[config.mk]
export PLATFORM = sky130hd
export DESIGN_NAME = ahb_arbiter_rr
export DESIGN_NICKNAME = d
export VERILOG_FILES = /design/src/rtl/ahb_arb_pkg.sv /design/src/rtl/ahb_rr_picker.sv /design/src/rtl/ahb_arbiter_rr.sv
export SDC_FILE = /design/constraint.sdc
export NUM_CORES = 1
export LEC_CHECK = 0
export BUFFER_PORTS_ARGS = -buffer_cell sky130_fd_sc_hd__buf_4
export CAP_MARGIN = 0
export CORE_AREA = 2 2 39 41
export DETAILED_ROUTE_END_ITERATION = 6
export DIE_AREA = 0 0 41 43
export GPL_ROUTABILITY_DRIVEN = 0
export GPL_TIMING_DRIVEN = 0
export PLACE_DENSITY = 0.75
export SLEW_MARGIN = 20
export SYNTH_ARGS = -nofsm -noshare
export SYNTH_HDL_FRONTEND = slang
export SYNTH_SLANG_ARGS = --single-unit
export TNS_END_PERCENT = 30
[constraint.sdc]
create_clock -name HCLK -period 2.4 [get_ports HCLK]
set_input_delay 0.36 -clock HCLK [delete_from_list [all_inputs] [get_ports HCLK]]
set_output_delay 0.36 -clock HCLK [all_outputs]
set_load 0.05 [all_outputs]
[src/rtl/ahb_arb_pkg.sv]
`default_nettype none
// +-----------------------------------------------------------------+
// | ahb_arb_pkg : AHB transfer/burst encodings and arbiter modes     |
// | Rev 1.0                                                          |
// +-----------------------------------------------------------------+
package ahb_arb_pkg;

    localparam logic [1:0] c_htrans_idle   = 2'b00;
    localparam logic [1:0] c_htrans_busy   = 2'b01;
    localparam logic [1:0] c_htrans_nonseq = 2'b10;
    localparam logic [1:0] c_htrans_seq    = 2'b11;

    localparam logic [2:0] c_hburst_single = 3'b000;
    localparam logic [2:0] c_hburst_incr   = 3'b001;
    localparam logic [2:0] c_hburst_wrap4  = 3'b010;
    localparam logic [2:0] c_hburst_incr4  = 3'b011;
    localparam logic [2:0] c_hburst_wrap8  = 3'b100;
    localparam logic [2:0] c_hburst_incr8  = 3'b101;
    localparam logic [2:0] c_hburst_wrap16 = 3'b110;
    localparam logic [2:0] c_hburst_incr16 = 3'b111;

    localparam int c_arb_fixed = 0;
    localparam int c_arb_rr    = 1;

    // Zero means the burst has no fixed length (SINGLE or INCR).
    function automatic logic [4:0] fixed_burst_len(input logic [2:0] hburst);
        fixed_burst_len = 5'd0;
        case (hburst)
            c_hburst_wrap4,  c_hburst_incr4:  fixed_burst_len = 5'd4;
            c_hburst_wrap8,  c_hburst_incr8:  fixed_burst_len = 5'd8;
            c_hburst_wrap16, c_hburst_incr16: fixed_burst_len = 5'd16;
            c_hburst_single, c_hburst_incr:   fixed_burst_len = 5'd0;
        endcase
    endfunction

endpackage
`default_nettype wire

[src/rtl/ahb_rr_picker.sv]
`default_nettype none
// +-----------------------------------------------------------------+
// | ahb_rr_picker : first candidate searching upward from ptr+1      |
// | Rev 1.0                                                          |
// +-----------------------------------------------------------------+
module ahb_rr_picker #(
    parameter int NUM_PORTS = 4
) (
    input  logic [NUM_PORTS-1:0]         candidates,
    input  logic [$clog2(NUM_PORTS)-1:0] ptr,
    output logic [$clog2(NUM_PORTS)-1:0] grant_idx,
    output logic                         grant_valid
);

    localparam int c_idx_w = $clog2(NUM_PORTS);

    logic [c_idx_w-1:0] w_idx;

    // Walk from the farthest offset down to ptr+1 so the nearest candidate wins.
    always_comb begin
        grant_idx   = '0;
        grant_valid = 1'b0;
        w_idx       = '0;
        for (int k = NUM_PORTS; k >= 1; k--) begin
            w_idx = c_idx_w'((int'(ptr) + k) % NUM_PORTS);
            if (candidates[w_idx]) begin
                grant_idx   = w_idx;
                grant_valid = 1'b1;
            end
        end
    end

endmodule
`default_nettype wire

[src/rtl/ahb_arbiter_rr.sv]
`default_nettype none
// +-----------------------------------------------------------------+
// | ahb_arbiter_rr : AHB slave-port arbiter, fixed or round-robin    |
// | Rev 1.0                                                          |
// +-----------------------------------------------------------------+
module ahb_arbiter_rr
    import ahb_arb_pkg::*;
#(
    parameter int NUM_PORTS = 4,
    parameter int PORT_W    = $clog2(NUM_PORTS),
    parameter int ARB_MODE  = 0
) (
    input  logic                 HCLK,
    input  logic                 HRESET,
    input  logic [NUM_PORTS-1:0] req_port,
    input  logic                 HREADYM,
    input  logic                 HSELM,
    input  logic [1:0]           HTRANSM,
    input  logic [2:0]           HBURSTM,
    input  logic                 HMASTLOCKM,
    output logic [PORT_W-1:0]    addr_in_port,
    output logic                 no_port,
    output logic                 arb_hold
);

    logic [3:0]           r_beat_cnt;
    logic [PORT_W-1:0]    r_rr_ptr;

    logic [4:0]           w_burst_len;
    logic                 w_fixed_burst;
    logic                 w_burst_hold;
    logic                 w_hold;
    logic                 w_owner_active;
    logic [NUM_PORTS-1:0] w_candidates;
    logic [PORT_W-1:0]    w_pick_ptr;
    logic [PORT_W-1:0]    w_grant_idx;
    logic                 w_grant_valid;
    logic [PORT_W-1:0]    w_owner_next;
    logic                 w_no_port_next;
    logic                 w_ptr_load;
    logic [3:0]           w_beat_next;

    assign w_burst_len   = fixed_burst_len(HBURSTM);
    assign w_fixed_burst = (w_burst_len != 5'd0);

    // IDLE or a non-fixed NONSEQ never holds, so an early-terminated burst releases at once.
    assign w_burst_hold = ((HTRANSM == c_htrans_nonseq) && w_fixed_burst)
                       || ((HTRANSM == c_htrans_seq)  && (r_beat_cnt > 4'd1))
                       || ((HTRANSM == c_htrans_busy) && (r_beat_cnt != 4'd0))
                       || ((HBURSTM == c_hburst_incr)
                           && ((HTRANSM == c_htrans_seq) || (HTRANSM == c_htrans_busy)));

    assign w_hold   = HMASTLOCKM | w_burst_hold;
    assign arb_hold = w_hold;

    assign w_owner_active = HSELM && (HTRANSM != c_htrans_idle);

    always_comb begin
        w_candidates = req_port;
        if (w_owner_active) begin
            w_candidates[addr_in_port] = 1'b1;
        end
    end

    // Fixed priority is the rotating search anchored just below port 0.
    assign w_pick_ptr = (ARB_MODE == c_arb_rr) ? r_rr_ptr : PORT_W'(NUM_PORTS - 1);

    ahb_rr_picker #(
        .NUM_PORTS  (NUM_PORTS)
    ) u_picker (
        .candidates (w_candidates),
        .ptr        (w_pick_ptr),
        .grant_idx  (w_grant_idx),
        .grant_valid(w_grant_valid)
    );

    always_comb begin
        w_owner_next   = addr_in_port;
        w_no_port_next = 1'b0;
        w_ptr_load     = 1'b0;
        if (!w_hold) begin
            if (w_grant_valid) begin
                w_owner_next = w_grant_idx;
                w_ptr_load   = 1'b1;
            end else if (!HSELM) begin
                w_no_port_next = 1'b1;
            end
        end
    end

    always_comb begin
        w_beat_next = r_beat_cnt;
        case (HTRANSM)
            c_htrans_nonseq: w_beat_next = w_fixed_burst ? 4'(w_burst_len - 5'd1) : 4'd0;
            c_htrans_seq:    if (r_beat_cnt != 4'd0) w_beat_next = r_beat_cnt - 4'd1;
            c_htrans_idle:   w_beat_next = 4'd0;
            default:         w_beat_next = r_beat_cnt;
        endcase
    end

    always_ff @(posedge HCLK) begin
        if (HRESET) begin
            addr_in_port <= '0;
            no_port      <= 1'b1;
            r_beat_cnt   <= 4'd0;
            r_rr_ptr     <= PORT_W'(NUM_PORTS - 1);
        end else if (HREADYM) begin
            addr_in_port <= w_owner_next;
            no_port      <= w_no_port_next;
            r_beat_cnt   <= w_beat_next;
            if (w_ptr_load) begin
                r_rr_ptr <= w_grant_idx;
            end
        end
    end

endmodule
`default_nettype wire

# Yosys cells after proc, flatten, opt, wreduce, memory -nomap -nowiden
# Memories as Yosys holds them, arrays and structs flattened.
# Cells that the tools add are included.
dict set report word_totals {
  ff_bits 7
  romBits 24
  input_bits 14
  output_inout_bits 4
  word_cells 51
  mem_count 1
}
# name words word_bits read_ports rd_ports_with_merged_regs write_ports line_no
set memory_table {}
lappend memory_table {{(name not given)} 8 3 1 0 0 ahb_arb_pkg.sv:28} ;# case (hburst)
dict set report classes {
  addsub 2
  order_cmp 3
  n_eq_ne 5
  muxes 17
  bitwise 3
  n_reduce_logical 17
}
# cell n
set op_table {}
lappend op_table {{2-to-1 mux 4 bit} 3}
lappend op_table {{one-hot mux 4 bit (3 select lines)} 1}
lappend op_table {{2-to-1 mux 1 bit} 8}
lappend op_table {{2-to-1 mux 2 bit} 4}
lappend op_table {{subtractor 4 x 1 -> 4 bit (second input constant)} 2}
lappend op_table {{logical AND 1 bit} 6}
lappend op_table {{AND reduction 3 bit} 2}
lappend op_table {{nonzero test 5 bit} 1}
lappend op_table {{== test 2 bit (second input constant)} 2}
lappend op_table {{greater-than comparator 4 x 1 -> 1 bit (second input constant)} 1}
lappend op_table {{logical OR 1 bit} 4}
lappend op_table {{bitwise OR 4 bit} 1}
lappend op_table {{nonzero test 4 bit} 1}
lappend op_table {{== test 3 x 1 -> 1 bit (second input constant)} 1}
lappend op_table {{< comparator 2 x 3 -> 1 bit (second input constant)} 1}
lappend op_table {{nonzero test 3 bit} 1}
lappend op_table {{demux 1 bit (select 2 bit)} 1}
lappend op_table {{== test 2 x 1 -> 1 bit (second input constant)} 1}
lappend op_table {{greater-or-equal comparator 2 x 1 -> 1 bit (second input constant)} 1}
lappend op_table {{logical NOT 2 bit} 1}
lappend op_table {{!= test 2 bit (second input constant)} 1}
lappend op_table {{nonzero test 2 bit} 1}
lappend op_table {{NOT 1 bit} 1}
lappend op_table {{bitwise OR 1 bit} 1}

# Longest topological paths before layout
# Gate-level depths: netlist (run 1).
dict set report logic_depth {
  ltp_word 12
  ltp_mapped 7
}

# Hierarchy
# A second synthesis (run 1) with hierarchy kept.
dict set report hier_totals {
  hier_cells 79
  area_unflattened_um2 666.9
}
# module instances cells_each area_per_inst_um2 seq_area_each_um2
set modules_own_cells {}
lappend modules_own_cells {ahb_arbiter_rr 1 65 575.6 140.1}
lappend modules_own_cells {ahb_rr_picker 1 14 91.3 0.0}

# Least setup slack after synthesis (run 1)
# No wires, ideal clock.
dict set report synth_timing {
  path_type {input-to-reg}
  startpoint {in HTRANSM[1]}
  endpoint {reg no_port}
  setup_time_ps 96
  arrival_time_ps 1899
  required_ps 2304
  path_slack_ps 406
  path_stages 7
  n_path_buf 0
  cell_sequence {inv_1 -> ha_1 -> or2_4 -> and3_4 -> a2111oi_4 -> inv_2 -> o41ai_2}
}
# item line_no
set synth_lines {}
lappend synth_lines {{start, declared} ahb_arbiter_rr.sv:18} ;# input logic [1:0] HTRANSM,
lappend synth_lines {{== test 2 bit (on tied branches)} {ahb_arbiter_rr.sv:47, ahb_arbiter_rr.sv:48, ahb_arbiter_rr.sv:51}}
lappend synth_lines {{logical AND 1 bit (on tied branches)} {ahb_arbiter_rr.sv:47, ahb_arbiter_rr.sv:48}}
lappend synth_lines {{logical OR 1 bit} ahb_arbiter_rr.sv:48} ;# || ((HTRANSM == c_htrans_seq) && (r_beat_cnt > 4'd1))
lappend synth_lines {{logical OR 1 bit} ahb_arbiter_rr.sv:49} ;# || ((HTRANSM == c_htrans_busy) && (r_beat_cnt != 4'd0))
lappend synth_lines {{logical OR 1 bit (*)} ahb_arbiter_rr.sv:50} ;# || ((HBURSTM == c_hburst_incr)
lappend synth_lines {{bitwise OR 1 bit (*)} ahb_arbiter_rr.sv:53} ;# assign w_hold = HMASTLOCKM | w_burst_hold;
lappend synth_lines {{via arb_hold} ahb_arbiter_rr.sv:23} ;# output logic arb_hold
lappend synth_lines {{2-to-1 mux 1 bit (*)} ahb_arbiter_rr.sv:81} ;# if (!w_hold) begin
lappend synth_lines {{end signal, assigned} ahb_arbiter_rr.sv:109} ;# no_port <= w_no_port_next;
lappend synth_lines {{end, declared} ahb_arbiter_rr.sv:22} ;# output logic no_port,
# The timed path passes the listed nets; every way through them passes the cells marked *.
# A chain may end at the register's enable or synchronous reset.

# Worst setup path in the final report (run 1)
dict set report layout_timing {
  startpoint {in HTRANSM[0]}
  endpoint {out arb_hold}
}
dict set report layout_between {
  elab_chain_len 6
}
# item line_no
set layout_rtl {}
lappend layout_rtl {{== test 2 bit (on tied branches)} {ahb_arbiter_rr.sv:47, ahb_arbiter_rr.sv:48, ahb_arbiter_rr.sv:51}}
lappend layout_rtl {{logical AND 1 bit (on tied branches)} {ahb_arbiter_rr.sv:47, ahb_arbiter_rr.sv:48}}
lappend layout_rtl {{logical OR 1 bit} ahb_arbiter_rr.sv:48}
lappend layout_rtl {{logical OR 1 bit} ahb_arbiter_rr.sv:49}
lappend layout_rtl {{logical OR 1 bit (*)} ahb_arbiter_rr.sv:50}
lappend layout_rtl {{bitwise OR 1 bit (*)} ahb_arbiter_rr.sv:53}
lappend layout_rtl {{end, declared} ahb_arbiter_rr.sv:23}
# Mark *: on every way between the ends. The rest lies on a longest branch, timed or not.

==> results of run 1 <==
==> sequential cells by signal, indices dropped and copies added (netlist names) <==
name	flops
r_beat_cnt	4
no_port	1
addr_in_port	2
==> layout make-up <==
| cell class | count | area [um2] |
|---|---|---|
| Clock buffer | 4 | 26.3 |
| Fill cell | 139 | 657 |
| Inverter | 7 | 26.3 |
| Multi-Input combinational cell | 52 | 387 |
| Sequential cell | 7 | 140 |
| Tap cell | 16 | 20.0 |
| Timing Repair Buffer | 17 | 128 |
==> power by group through the flow <==
| stage | registers (mW) | clock network [mW] | logic [mW] |
|---|---|---|---|
| after floorplan | 0.140 | 0 | 0.0669 |
| after global placement | 0.133 | 0 | 0.113 |
| after detailed placement | 0.133 | 0 | 0.115 |
| after CTS | 0.131 | 0.105 | 0.116 |
| after global routing | 0.132 | 0.114 | 0.127 |
| final | 0.131 | 0.102 | 0.115 |
==> layer usage <==
metal | track usage [%] | up-vias | wire length [um]
met4 | 6.00 | 0 | 0
li1 | - | 285 | -
met2 | 22.2 | 5 | 536
met3 | 3.14 | 0 | 17
met1 | 20.3 | 248 | 501
met5 | 0 | - | 0
==> worst reg2reg max path, stage by stage (launching register included) <==
cell and delay (ps):
dfxtp_1 400, inv_1 60, ha_1 230, nor4bb_1 130, nor3_1 480, o21ai_0 180, a22oi_1 170, nor2_1 50
==> stage by stage <==
step | total power [mW] | utilization (%) | instances
4_1_cts | 0.352 | 52.5 | 103
6_report | 0.348 | 52.5 | 103
5_1_grt | 0.373 | 52.5 | 103
3_3_place_gp | 0.246 | 50.6 | 99
2_1_floorplan | 0.207 | - | 66
3_5_place_dp | 0.248 | 50.6 | 99
==> synth_stat cells, types with 2 or more instances <==
library cell,instances
a21oi_1,2
nor3_1,3
a31oi_1,2
nor2b_1,2
a22oi_1,2
dfxtp_1,7
o211ai_1,2
ha_1,6
nand2b_1,2
o21ai_0,8
nor2_1,7
nand2_1,2
inv_1,6
==> cells by family (layout without fill, tap and decap cells) <==
| kind of cell | Yosys count | count (layout) |
|---|---|---|
| AOI/OAI and AO/OA | 23 | 23 |
| and+or+nand+nor | 23 | 23 |
| DFF | 7 | 7 |
| buffers and inverters | 7 | 28 |
| adders and majority gates | 6 | 6 |
==> worst max path at each step <==
| stage | end | slack (ps) | cells past startpoint |
|---|---|---|---|
| floorplan | no_port | 410 | 7 |
| global placement | arb_hold | 180 | 7 |
| detailed placement | arb_hold | 170 | 7 |
| CTS | arb_hold | 170 | 7 |
| global route | arb_hold | 50 | 6 |
| finish | arb_hold | 170 | 7 |
==> flow_metrics.env, run 1 <==
export IMPL_status="complete, no violations"
export IMPL_layout_nets=108
export IMPL_maxCapViolations=0
export IMPL_synth_compound_area_share_pct=32.6
export IMPL_syn_avg_cell_area_um2=8.38
export IMPL_cts_hold_buffers=0
export IMPL_ys_types=28
export IMPL_grt_setup_unrepaired="false"
export IMPL_wire_per_inst_um=10.2
export IMPL_grt_usage_pct=15.0
export IMPL_hold_path_class="in -> reg"
export IMPL_syn_num_nets=86
export IMPL_hold_ws_ps=328
export IMPL_cts_resized=0
export IMPL_tightest_slew_ps=615
export IMPL_cp_cell_sequence="buf_4 -> ha_1 -> or2_4 -> and3_4 -> a2111oi_4 -> inv_2 -> buf_4"
export IMPL_clock_fmax_ghz=0.448
export IMPL_cts_buffer_depth=2
export IMPL_whs_endpoint="r_beat_cnt[1]"
export IMPL_ys_ff_latch=7
export IMPL_hold_viol_final=0
export IMPL_reg2reg_setup_slack_ps=580
export IMPL_critical_path_peak_fanout=5
export IMPL_portBuffers=17
export IMPL_synth_top_family_by_area="compound AO/OA/AOI/OAI gates"
export IMPL_period_share_pct=93.0
export IMPL_synth_flop_cell="dfxtp_1"
export IMPL_crit_buf_inv=3
export IMPL_antenna_found_initial=0
export IMPL_p_switching_uw=109
export IMPL_synth_simple_area_share_pct=23.8
export IMPL_ios=18
export IMPL_routed_wl_um=1060
export IMPL_worstHoldPathCells=2
export IMPL_cts_tree="yes"
export IMPL_via_per_inst=5.22
export IMPL_slew_headroom_pct=58.7
export IMPL_layout_common_cells="buf_4 (17), o21ai_0 (8), nor2_1 (7), dfxtp_1 (7)"
export IMPL_power_density_nw_per_um2=479
export IMPL_slowest_delay_ps=450
export IMPL_final_setup_viol_count=0
export IMPL_power_frac_clock_pct=29.4
export IMPL_crit_family="simple AND/OR/NAND/NOR gates"
export IMPL_pwr_share_comb_pct=33.0
export IMPL_tns_ps=0
export IMPL_fin_area_um2=727
export IMPL_cts_buffers=3
export IMPL_synth_top_cell_by_area="dfxtp_1"
export IMPL_synth_edff_count=0
export IMPL_min_from="HRESET"
export IMPL_muxShareOfSynthArea_pct=0
export IMPL_root_buffer="clkbuf_4"
export IMPL_grt_pass1_vias=480
export IMPL_drive_gt1_share_pct=31.0
export IMPL_layout_commonest_cell="buf_4"
export IMPL_reg2reg_depth=7
export IMPL_worst_path_most_repeated_cell="buf_4"
export IMPL_pre_cts_slack_ps=171
export IMPL_rr_endpoint="r_beat_cnt[2]"
export IMPL_yosysWarnings=0
export IMPL_intPower_uw=239
export IMPL_finClkSkew_ps=0.951
export IMPL_finalCriticalPeriod_ps=2230
export IMPL_num_vias=538
export IMPL_end_kind="output port"
export IMPL_area_growth_pct=31.4
export IMPL_synth_area_um2=553
export IMPL_dp_hpwl_um=908
export IMPL_clk_pin_slew_ps=50
export IMPL_critPathSlowestCell="a2111oi_4"
export IMPL_row_count=14
export IMPL_startpoint="HTRANSM[0]"
export IMPL_synthCells=66
export IMPL_ir_worst_vdd_v=0.000166
export IMPL_leakage_nw=0.309
export IMPL_diodes=0
export IMPL_initial_core_util_pct=40.0
export IMPL_core_um2=1380
export IMPL_grt_pass1_wl_um=1850
export IMPL_drt_pre_antenna_iters=4
export IMPL_grt_ovfl_total=0
export IMPL_drt_initial_drc_count=8
export IMPL_p_seq_share_pct=37.7
export IMPL_crit_required_ps=2040
export IMPL_die_h_um=43
export IMPL_worstSetupStartpointType="input pin"
export IMPL_r2r_start="r_beat_cnt[0]"
export IMPL_die_w_um=41
export IMPL_path_class="in -> out"
export IMPL_synthArstFlopShare_pct=0
export IMPL_die_area_um2=1760
export IMPL_synth_xor_area_share_pct=0
export IMPL_postPlaceCellArea_um2=701
export IMPL_htreeDepth=1
export IMPL_post_cts_buffers=0
export IMPL_switching_share_pct=31.4
export IMPL_yosys_area_share_adder_pct=13.6
export IMPL_worst_slack_ps=167
export IMPL_detail_route_antenna_nets=0
export IMPL_yosys_area_top_type_share_pct=25.3
export IMPL_drc_errors=0
export IMPL_clk_latency_ps=240
export IMPL_cts_sink_count=7
export IMPL_synth_seq_area_share_pct=25.3
export IMPL_grt_max_degree=9
export IMPL_slew_violations=0
export IMPL_ys_top_cells_by_area="dfxtp_1 (25%), ha_1 (14%), o21ai_0 (7.2%), a2111oi_4 (5.0%), nor2_1 (4.8%)"
export IMPL_cp_arrival_ps=1870
Power figures use the tool's default switching activity.
==> run 2, diff against run 1 <==
- PLACE_DENSITY: 0.75 -> 0.63
==> run 2 against run 1 <==
Final cell count unchanged. Die area unchanged. Clock power about the same. Final area unchanged. Combinational power about the same. Sequential power about the same. Clock skew up 2.4 ps. Non-clock buffer count unchanged. Worst hold slack worse by 17 ps. Worst setup slack worse by 19 ps. Via count up 0.19%. First-iteration DRC count up 38%. Critical path type is now reg -> out. Critical endpoint unchanged.
==> flow_metrics.env, run 2 (synthesis gave the netlist of run 1 again) <==
export IMPL_status="complete, no violations"
export IMPL_leakage_nw=0.309
export IMPL_grt_setup_unrepaired="false"
export IMPL_layout_nets=108
export IMPL_wire_per_inst_um=12.6
export IMPL_hold_ws_ps=311
export IMPL_worstSetupStartpointType="flop"
export IMPL_slew_headroom_pct=50.6
export IMPL_finalCriticalPeriod_ps=2250
export IMPL_largestRegisters="r_beat_cnt: 4 flops, addr_in_port: 2 flops, no_port: 1 flops"
export IMPL_clock_fmax_ghz=0.444
export IMPL_slew_violations=0
export IMPL_grt_ovfl_total=0
export IMPL_end_kind="output port"
export IMPL_num_vias=539
export IMPL_dp_hpwl_um=1050
export IMPL_root_buffer="clkbuf_4"
export IMPL_finClkSkew_ps=3.39
export IMPL_path_class="reg -> out"
export IMPL_routed_wl_um=1300
export IMPL_period_share_pct=93.8
export IMPL_grt_usage_pct=17.2
export IMPL_core_um2=1380
export IMPL_htreeDepth=1
export IMPL_maxCapViolations=0
export IMPL_cts_sink_count=7
export IMPL_die_w_um=41
export IMPL_final_setup_viol_count=0
export IMPL_hold_viol_final=0
export IMPL_hold_path_class="in -> reg"
export IMPL_largest_register_ffs=4
export IMPL_die_h_um=43
export IMPL_grt_max_degree=9
export IMPL_ir_worst_vdd_v=0.000330
export IMPL_regMostFlops="r_beat_cnt"
export IMPL_cts_resized=0
export IMPL_detail_route_antenna_nets=0
export IMPL_layout_commonest_cell="buf_4"
export IMPL_power_density_nw_per_um2=485
export IMPL_cts_buffers=3
export IMPL_drc_errors=0
export IMPL_clk_latency_ps=240
export IMPL_cts_tree="yes"
export IMPL_drt_pre_antenna_iters=4
export IMPL_grt_pass1_vias=524
export IMPL_post_cts_buffers=0
export IMPL_grt_pass1_wl_um=2050
export IMPL_portBuffers=17
export IMPL_diodes=0
export IMPL_tightest_slew_ps=735
export IMPL_critical_path_peak_fanout=5
export IMPL_cp_arrival_ps=1890
export IMPL_crit_required_ps=2040
export IMPL_row_count=14
export IMPL_tns_ps=0
export IMPL_via_per_inst=5.23
export IMPL_drive_gt1_share_pct=31.0
export IMPL_ios=18
export IMPL_fillers=130
export IMPL_initial_core_util_pct=40.0
export IMPL_antenna_found_initial=0
export IMPL_clk_pin_slew_ps=50
export IMPL_die_area_um2=1760
export IMPL_total_power_uw=353
export IMPL_drt_initial_drc_count=11
export IMPL_area_growth_pct=31.4
export IMPL_cts_buffer_depth=2
export IMPL_layout_common_cells="buf_4 (17), o21ai_0 (8), nor2_1 (7), dfxtp_1 (7)"
export IMPL_cts_hold_buffers=0
## run 2: layout make-up
class	count	area [um2]	area share [%]
Tap cell	16	20.0	2.75
Sequential cell	7	140	19.3
Clock buffer	4	26.3	3.61
Multi-Input combinational cell	52	387	53.2
Timing Repair Buffer	17	128	17.6
Inverter	7	26.3	3.61
## run 2: final timing paths
check / start / to / slack [ps] / depth (start not counted)
max reg2reg: r_beat_cnt[0] / r_beat_cnt[3] / 440 / 7
min: HSELM / no_port / 310 / 2
min reg2reg: no_port / no_port / 470 / 2
max: r_beat_cnt[0] / arb_hold / 150 / 6
## run 2: worst max-delay path, cell delays in order, from the launching register on
cell and delay [ps]:
dfxtp_1 390, ha_1 180, nor2b_1 120, o21ai_0 160, a2111oi_4 520, inv_2 80, buf_4 200
## run 2: per-layer routing
metal	wire, um	vias up	part of all wire, %	global-route usage (%)
li1	-	285	-	-
met1	601	242	46	19.2
met2	640	12	49	29.4
met3	54	0	4.2	7.85
met4	0	0	0	2.00
met5	0	-	0	0
## run 2: power by group
| group | internal [mW] | switching [mW] |
|---|---|---|
| clock | 0.0632 | 0.0399 |
| combinational | 0.0515 | 0.0669 |
| sequential | 0.124 | 0.00693 |
| total | 0.239 | 0.114 |
## run 2: metrics by stage
step / setup slack, ps / utilization [%] / instance area [um2] / instances
2_1_floorplan: 406 / - / 553 / 66
3_3_place_gp: 168 / 50.6 / 701 / 99
3_5_place_dp: 159 / 50.6 / 701 / 99
4_1_cts: 125 / 52.5 / 727 / 103
5_1_grt: 28.0 / 52.5 / 727 / 103
6_report: 149 / 52.5 / 727 / 103
==> run 3, diff against run 2 <==
- MAX_ROUTING_LAYER: unset -> met4
==> run 3 against run 2 <==
Clock skew about the same. Highest routed layer unchanged. Critical path depth unchanged. Largest cell class unchanged. Worst hold slack about the same. Non-clock buffer count unchanged. Sequential share of layout area unchanged. Global-route usage increased by 0.32 points. Critical endpoint unchanged. First-iteration DRC count unchanged. Final cell count unchanged. Critical path type unchanged. Final area unchanged. Routed wire length about the same. Maximum frequency about the same.
==> flow_metrics.env, run 3 (synthesis gave the netlist of run 1 again) <==
export IMPL_status="complete, no violations"
export IMPL_detail_route_antenna_nets=0
export IMPL_critical_path_peak_fanout=5
export IMPL_dp_hpwl_um=1050
export IMPL_cts_buffer_depth=2
export IMPL_end_kind="output port"
export IMPL_ios=18
export IMPL_drt_initial_drc_count=11
export IMPL_via_per_inst=5.23
export IMPL_switching_share_pct=32.3
export IMPL_hold_path_class="in -> reg"
export IMPL_fillers=130
export IMPL_tns_ps=0
export IMPL_path_class="reg -> out"
export IMPL_cts_resized=0
export IMPL_maxCapViolations=0
export IMPL_finClkSkew_ps=3.37
export IMPL_die_h_um=43
export IMPL_drive_gt1_share_pct=31.0
export IMPL_layout_common_cells="buf_4 (17), o21ai_0 (8), nor2_1 (7), dfxtp_1 (7)"
export IMPL_leakage_nw=0.309
export IMPL_slew_violations=0
export IMPL_multiInputGateArea_um2=387
export IMPL_cp_cell_sequence="ha_1 -> nor2b_1 -> o21ai_0 -> a2111oi_4 -> inv_2 -> buf_4"
export IMPL_htreeDepth=1
export IMPL_wire_per_inst_um=12.6
export IMPL_crit_buf_inv=2
export IMPL_ir_worst_vdd_v=0.000330
export IMPL_core_um2=1380
export IMPL_postPlaceCellArea_um2=701
export IMPL_portBuffers=17
export IMPL_grt_usage_pct=17.6
export IMPL_num_vias=539
export IMPL_grt_setup_unrepaired="false"
export IMPL_row_count=14
export IMPL_pwr_share_comb_pct=33.6
export IMPL_crit_family="compound AO/OA/AOI/OAI gates"
export IMPL_drc_errors=0
export IMPL_crit_required_ps=2040
export IMPL_critPathSlowestCell="a2111oi_4"
export IMPL_regMostFlops="r_beat_cnt"
export IMPL_post_route_util_pct=52.5
export IMPL_power_frac_clock_pct=29.2
export IMPL_p_seq_share_pct=37.2
export IMPL_layout_commonest_cell="buf_4"
export IMPL_finalCriticalPeriod_ps=2250
export IMPL_grt_pass1_vias=526
export IMPL_cp_arrival_ps=1890
export IMPL_worstSetupStartpointType="flop"
export IMPL_cts_sink_count=7
export IMPL_power_density_nw_per_um2=485
export IMPL_clock_fmax_ghz=0.444
export IMPL_cts_tree="yes"
export IMPL_antenna_found_initial=0
export IMPL_fin_area_um2=727
export IMPL_largestRegisters="r_beat_cnt: 4 flops, addr_in_port: 2 flops, no_port: 1 flops"
export IMPL_hold_viol_final=0
export IMPL_final_setup_viol_count=0
export IMPL_intPower_uw=239
export IMPL_cts_buffers=3
export IMPL_die_w_um=41
export IMPL_post_cts_buffers=0
export IMPL_grt_max_degree=9
export IMPL_p_switching_uw=114
export IMPL_die_area_um2=1760
export IMPL_layout_nets=108
export IMPL_largest_register_ffs=4
export IMPL_diodes=0
export IMPL_period_share_pct=93.9
export IMPL_grt_ovfl_total=0
export IMPL_clk_latency_ps=240
export IMPL_pre_cts_slack_ps=159
export IMPL_drt_pre_antenna_iters=4
export IMPL_area_growth_pct=31.4
export IMPL_grt_pass1_wl_um=2040
export IMPL_cts_hold_buffers=0
export IMPL_slowest_delay_ps=520
export IMPL_slew_headroom_pct=50.3
export IMPL_tightest_slew_ps=740
export IMPL_clk_pin_slew_ps=50
export IMPL_worst_slack_ps=147
export IMPL_routed_wl_um=1300
export IMPL_initial_core_util_pct=40.0
export IMPL_root_buffer="clkbuf_4"
export IMPL_regArea_um2=140
==> run 3: cell counts in the layout (fill, tap and decap cells not counted) <==
No cell type changed its count.
==> run 3: path summary, 6_finish.rpt <==
kind	to	depth (start not counted)	slack, ps	from
worst min-delay path	no_port	2	310	HSELM
worst min register to register	no_port	2	470	no_port
worst max register to register	r_beat_cnt[3]	7	430	r_beat_cnt[0]
worst max-delay path	arb_hold	6	150	r_beat_cnt[0]
==> run 3: routing by layer <==
| layer | part of all wire, % | track usage (%) |
|---|---|---|
| met1 | 46 | 18.9 |
| met2 | 50 | 29.4 |
| met3 | 4.2 | 7.85 |
| met4 | 0 | 2.00 |
| met5 | 0 | - |
==> run 3: power by group through the flow <==
stage                     registers (mW)  logic [mW]  clock network, mW
after detailed placement           0.133       0.118                  0
after CTS                          0.131       0.119              0.108
after global placement             0.133       0.115                  0
final                              0.131       0.118              0.103
after global routing               0.132       0.130              0.116
after floorplan                    0.140      0.0669                  0
==> run 3: stage by stage <==
stage,instances,total power [mW],hold slack [ps]
2_1_floorplan,66,0.207,429
4_1_cts,103,0.358,303
6_report,103,0.353,311
3_5_place_dp,99,0.251,459
3_3_place_gp,99,0.248,456
5_1_grt,103,0.378,304
==> run 3: cell type report <==
class	count	area share [%]
clock buffers	4	3.61
inverters	7	3.61
multi-input cells	52	53.2
flip-flops and latches	7	19.3
well taps	16	2.75
repair buffers	17	17.6
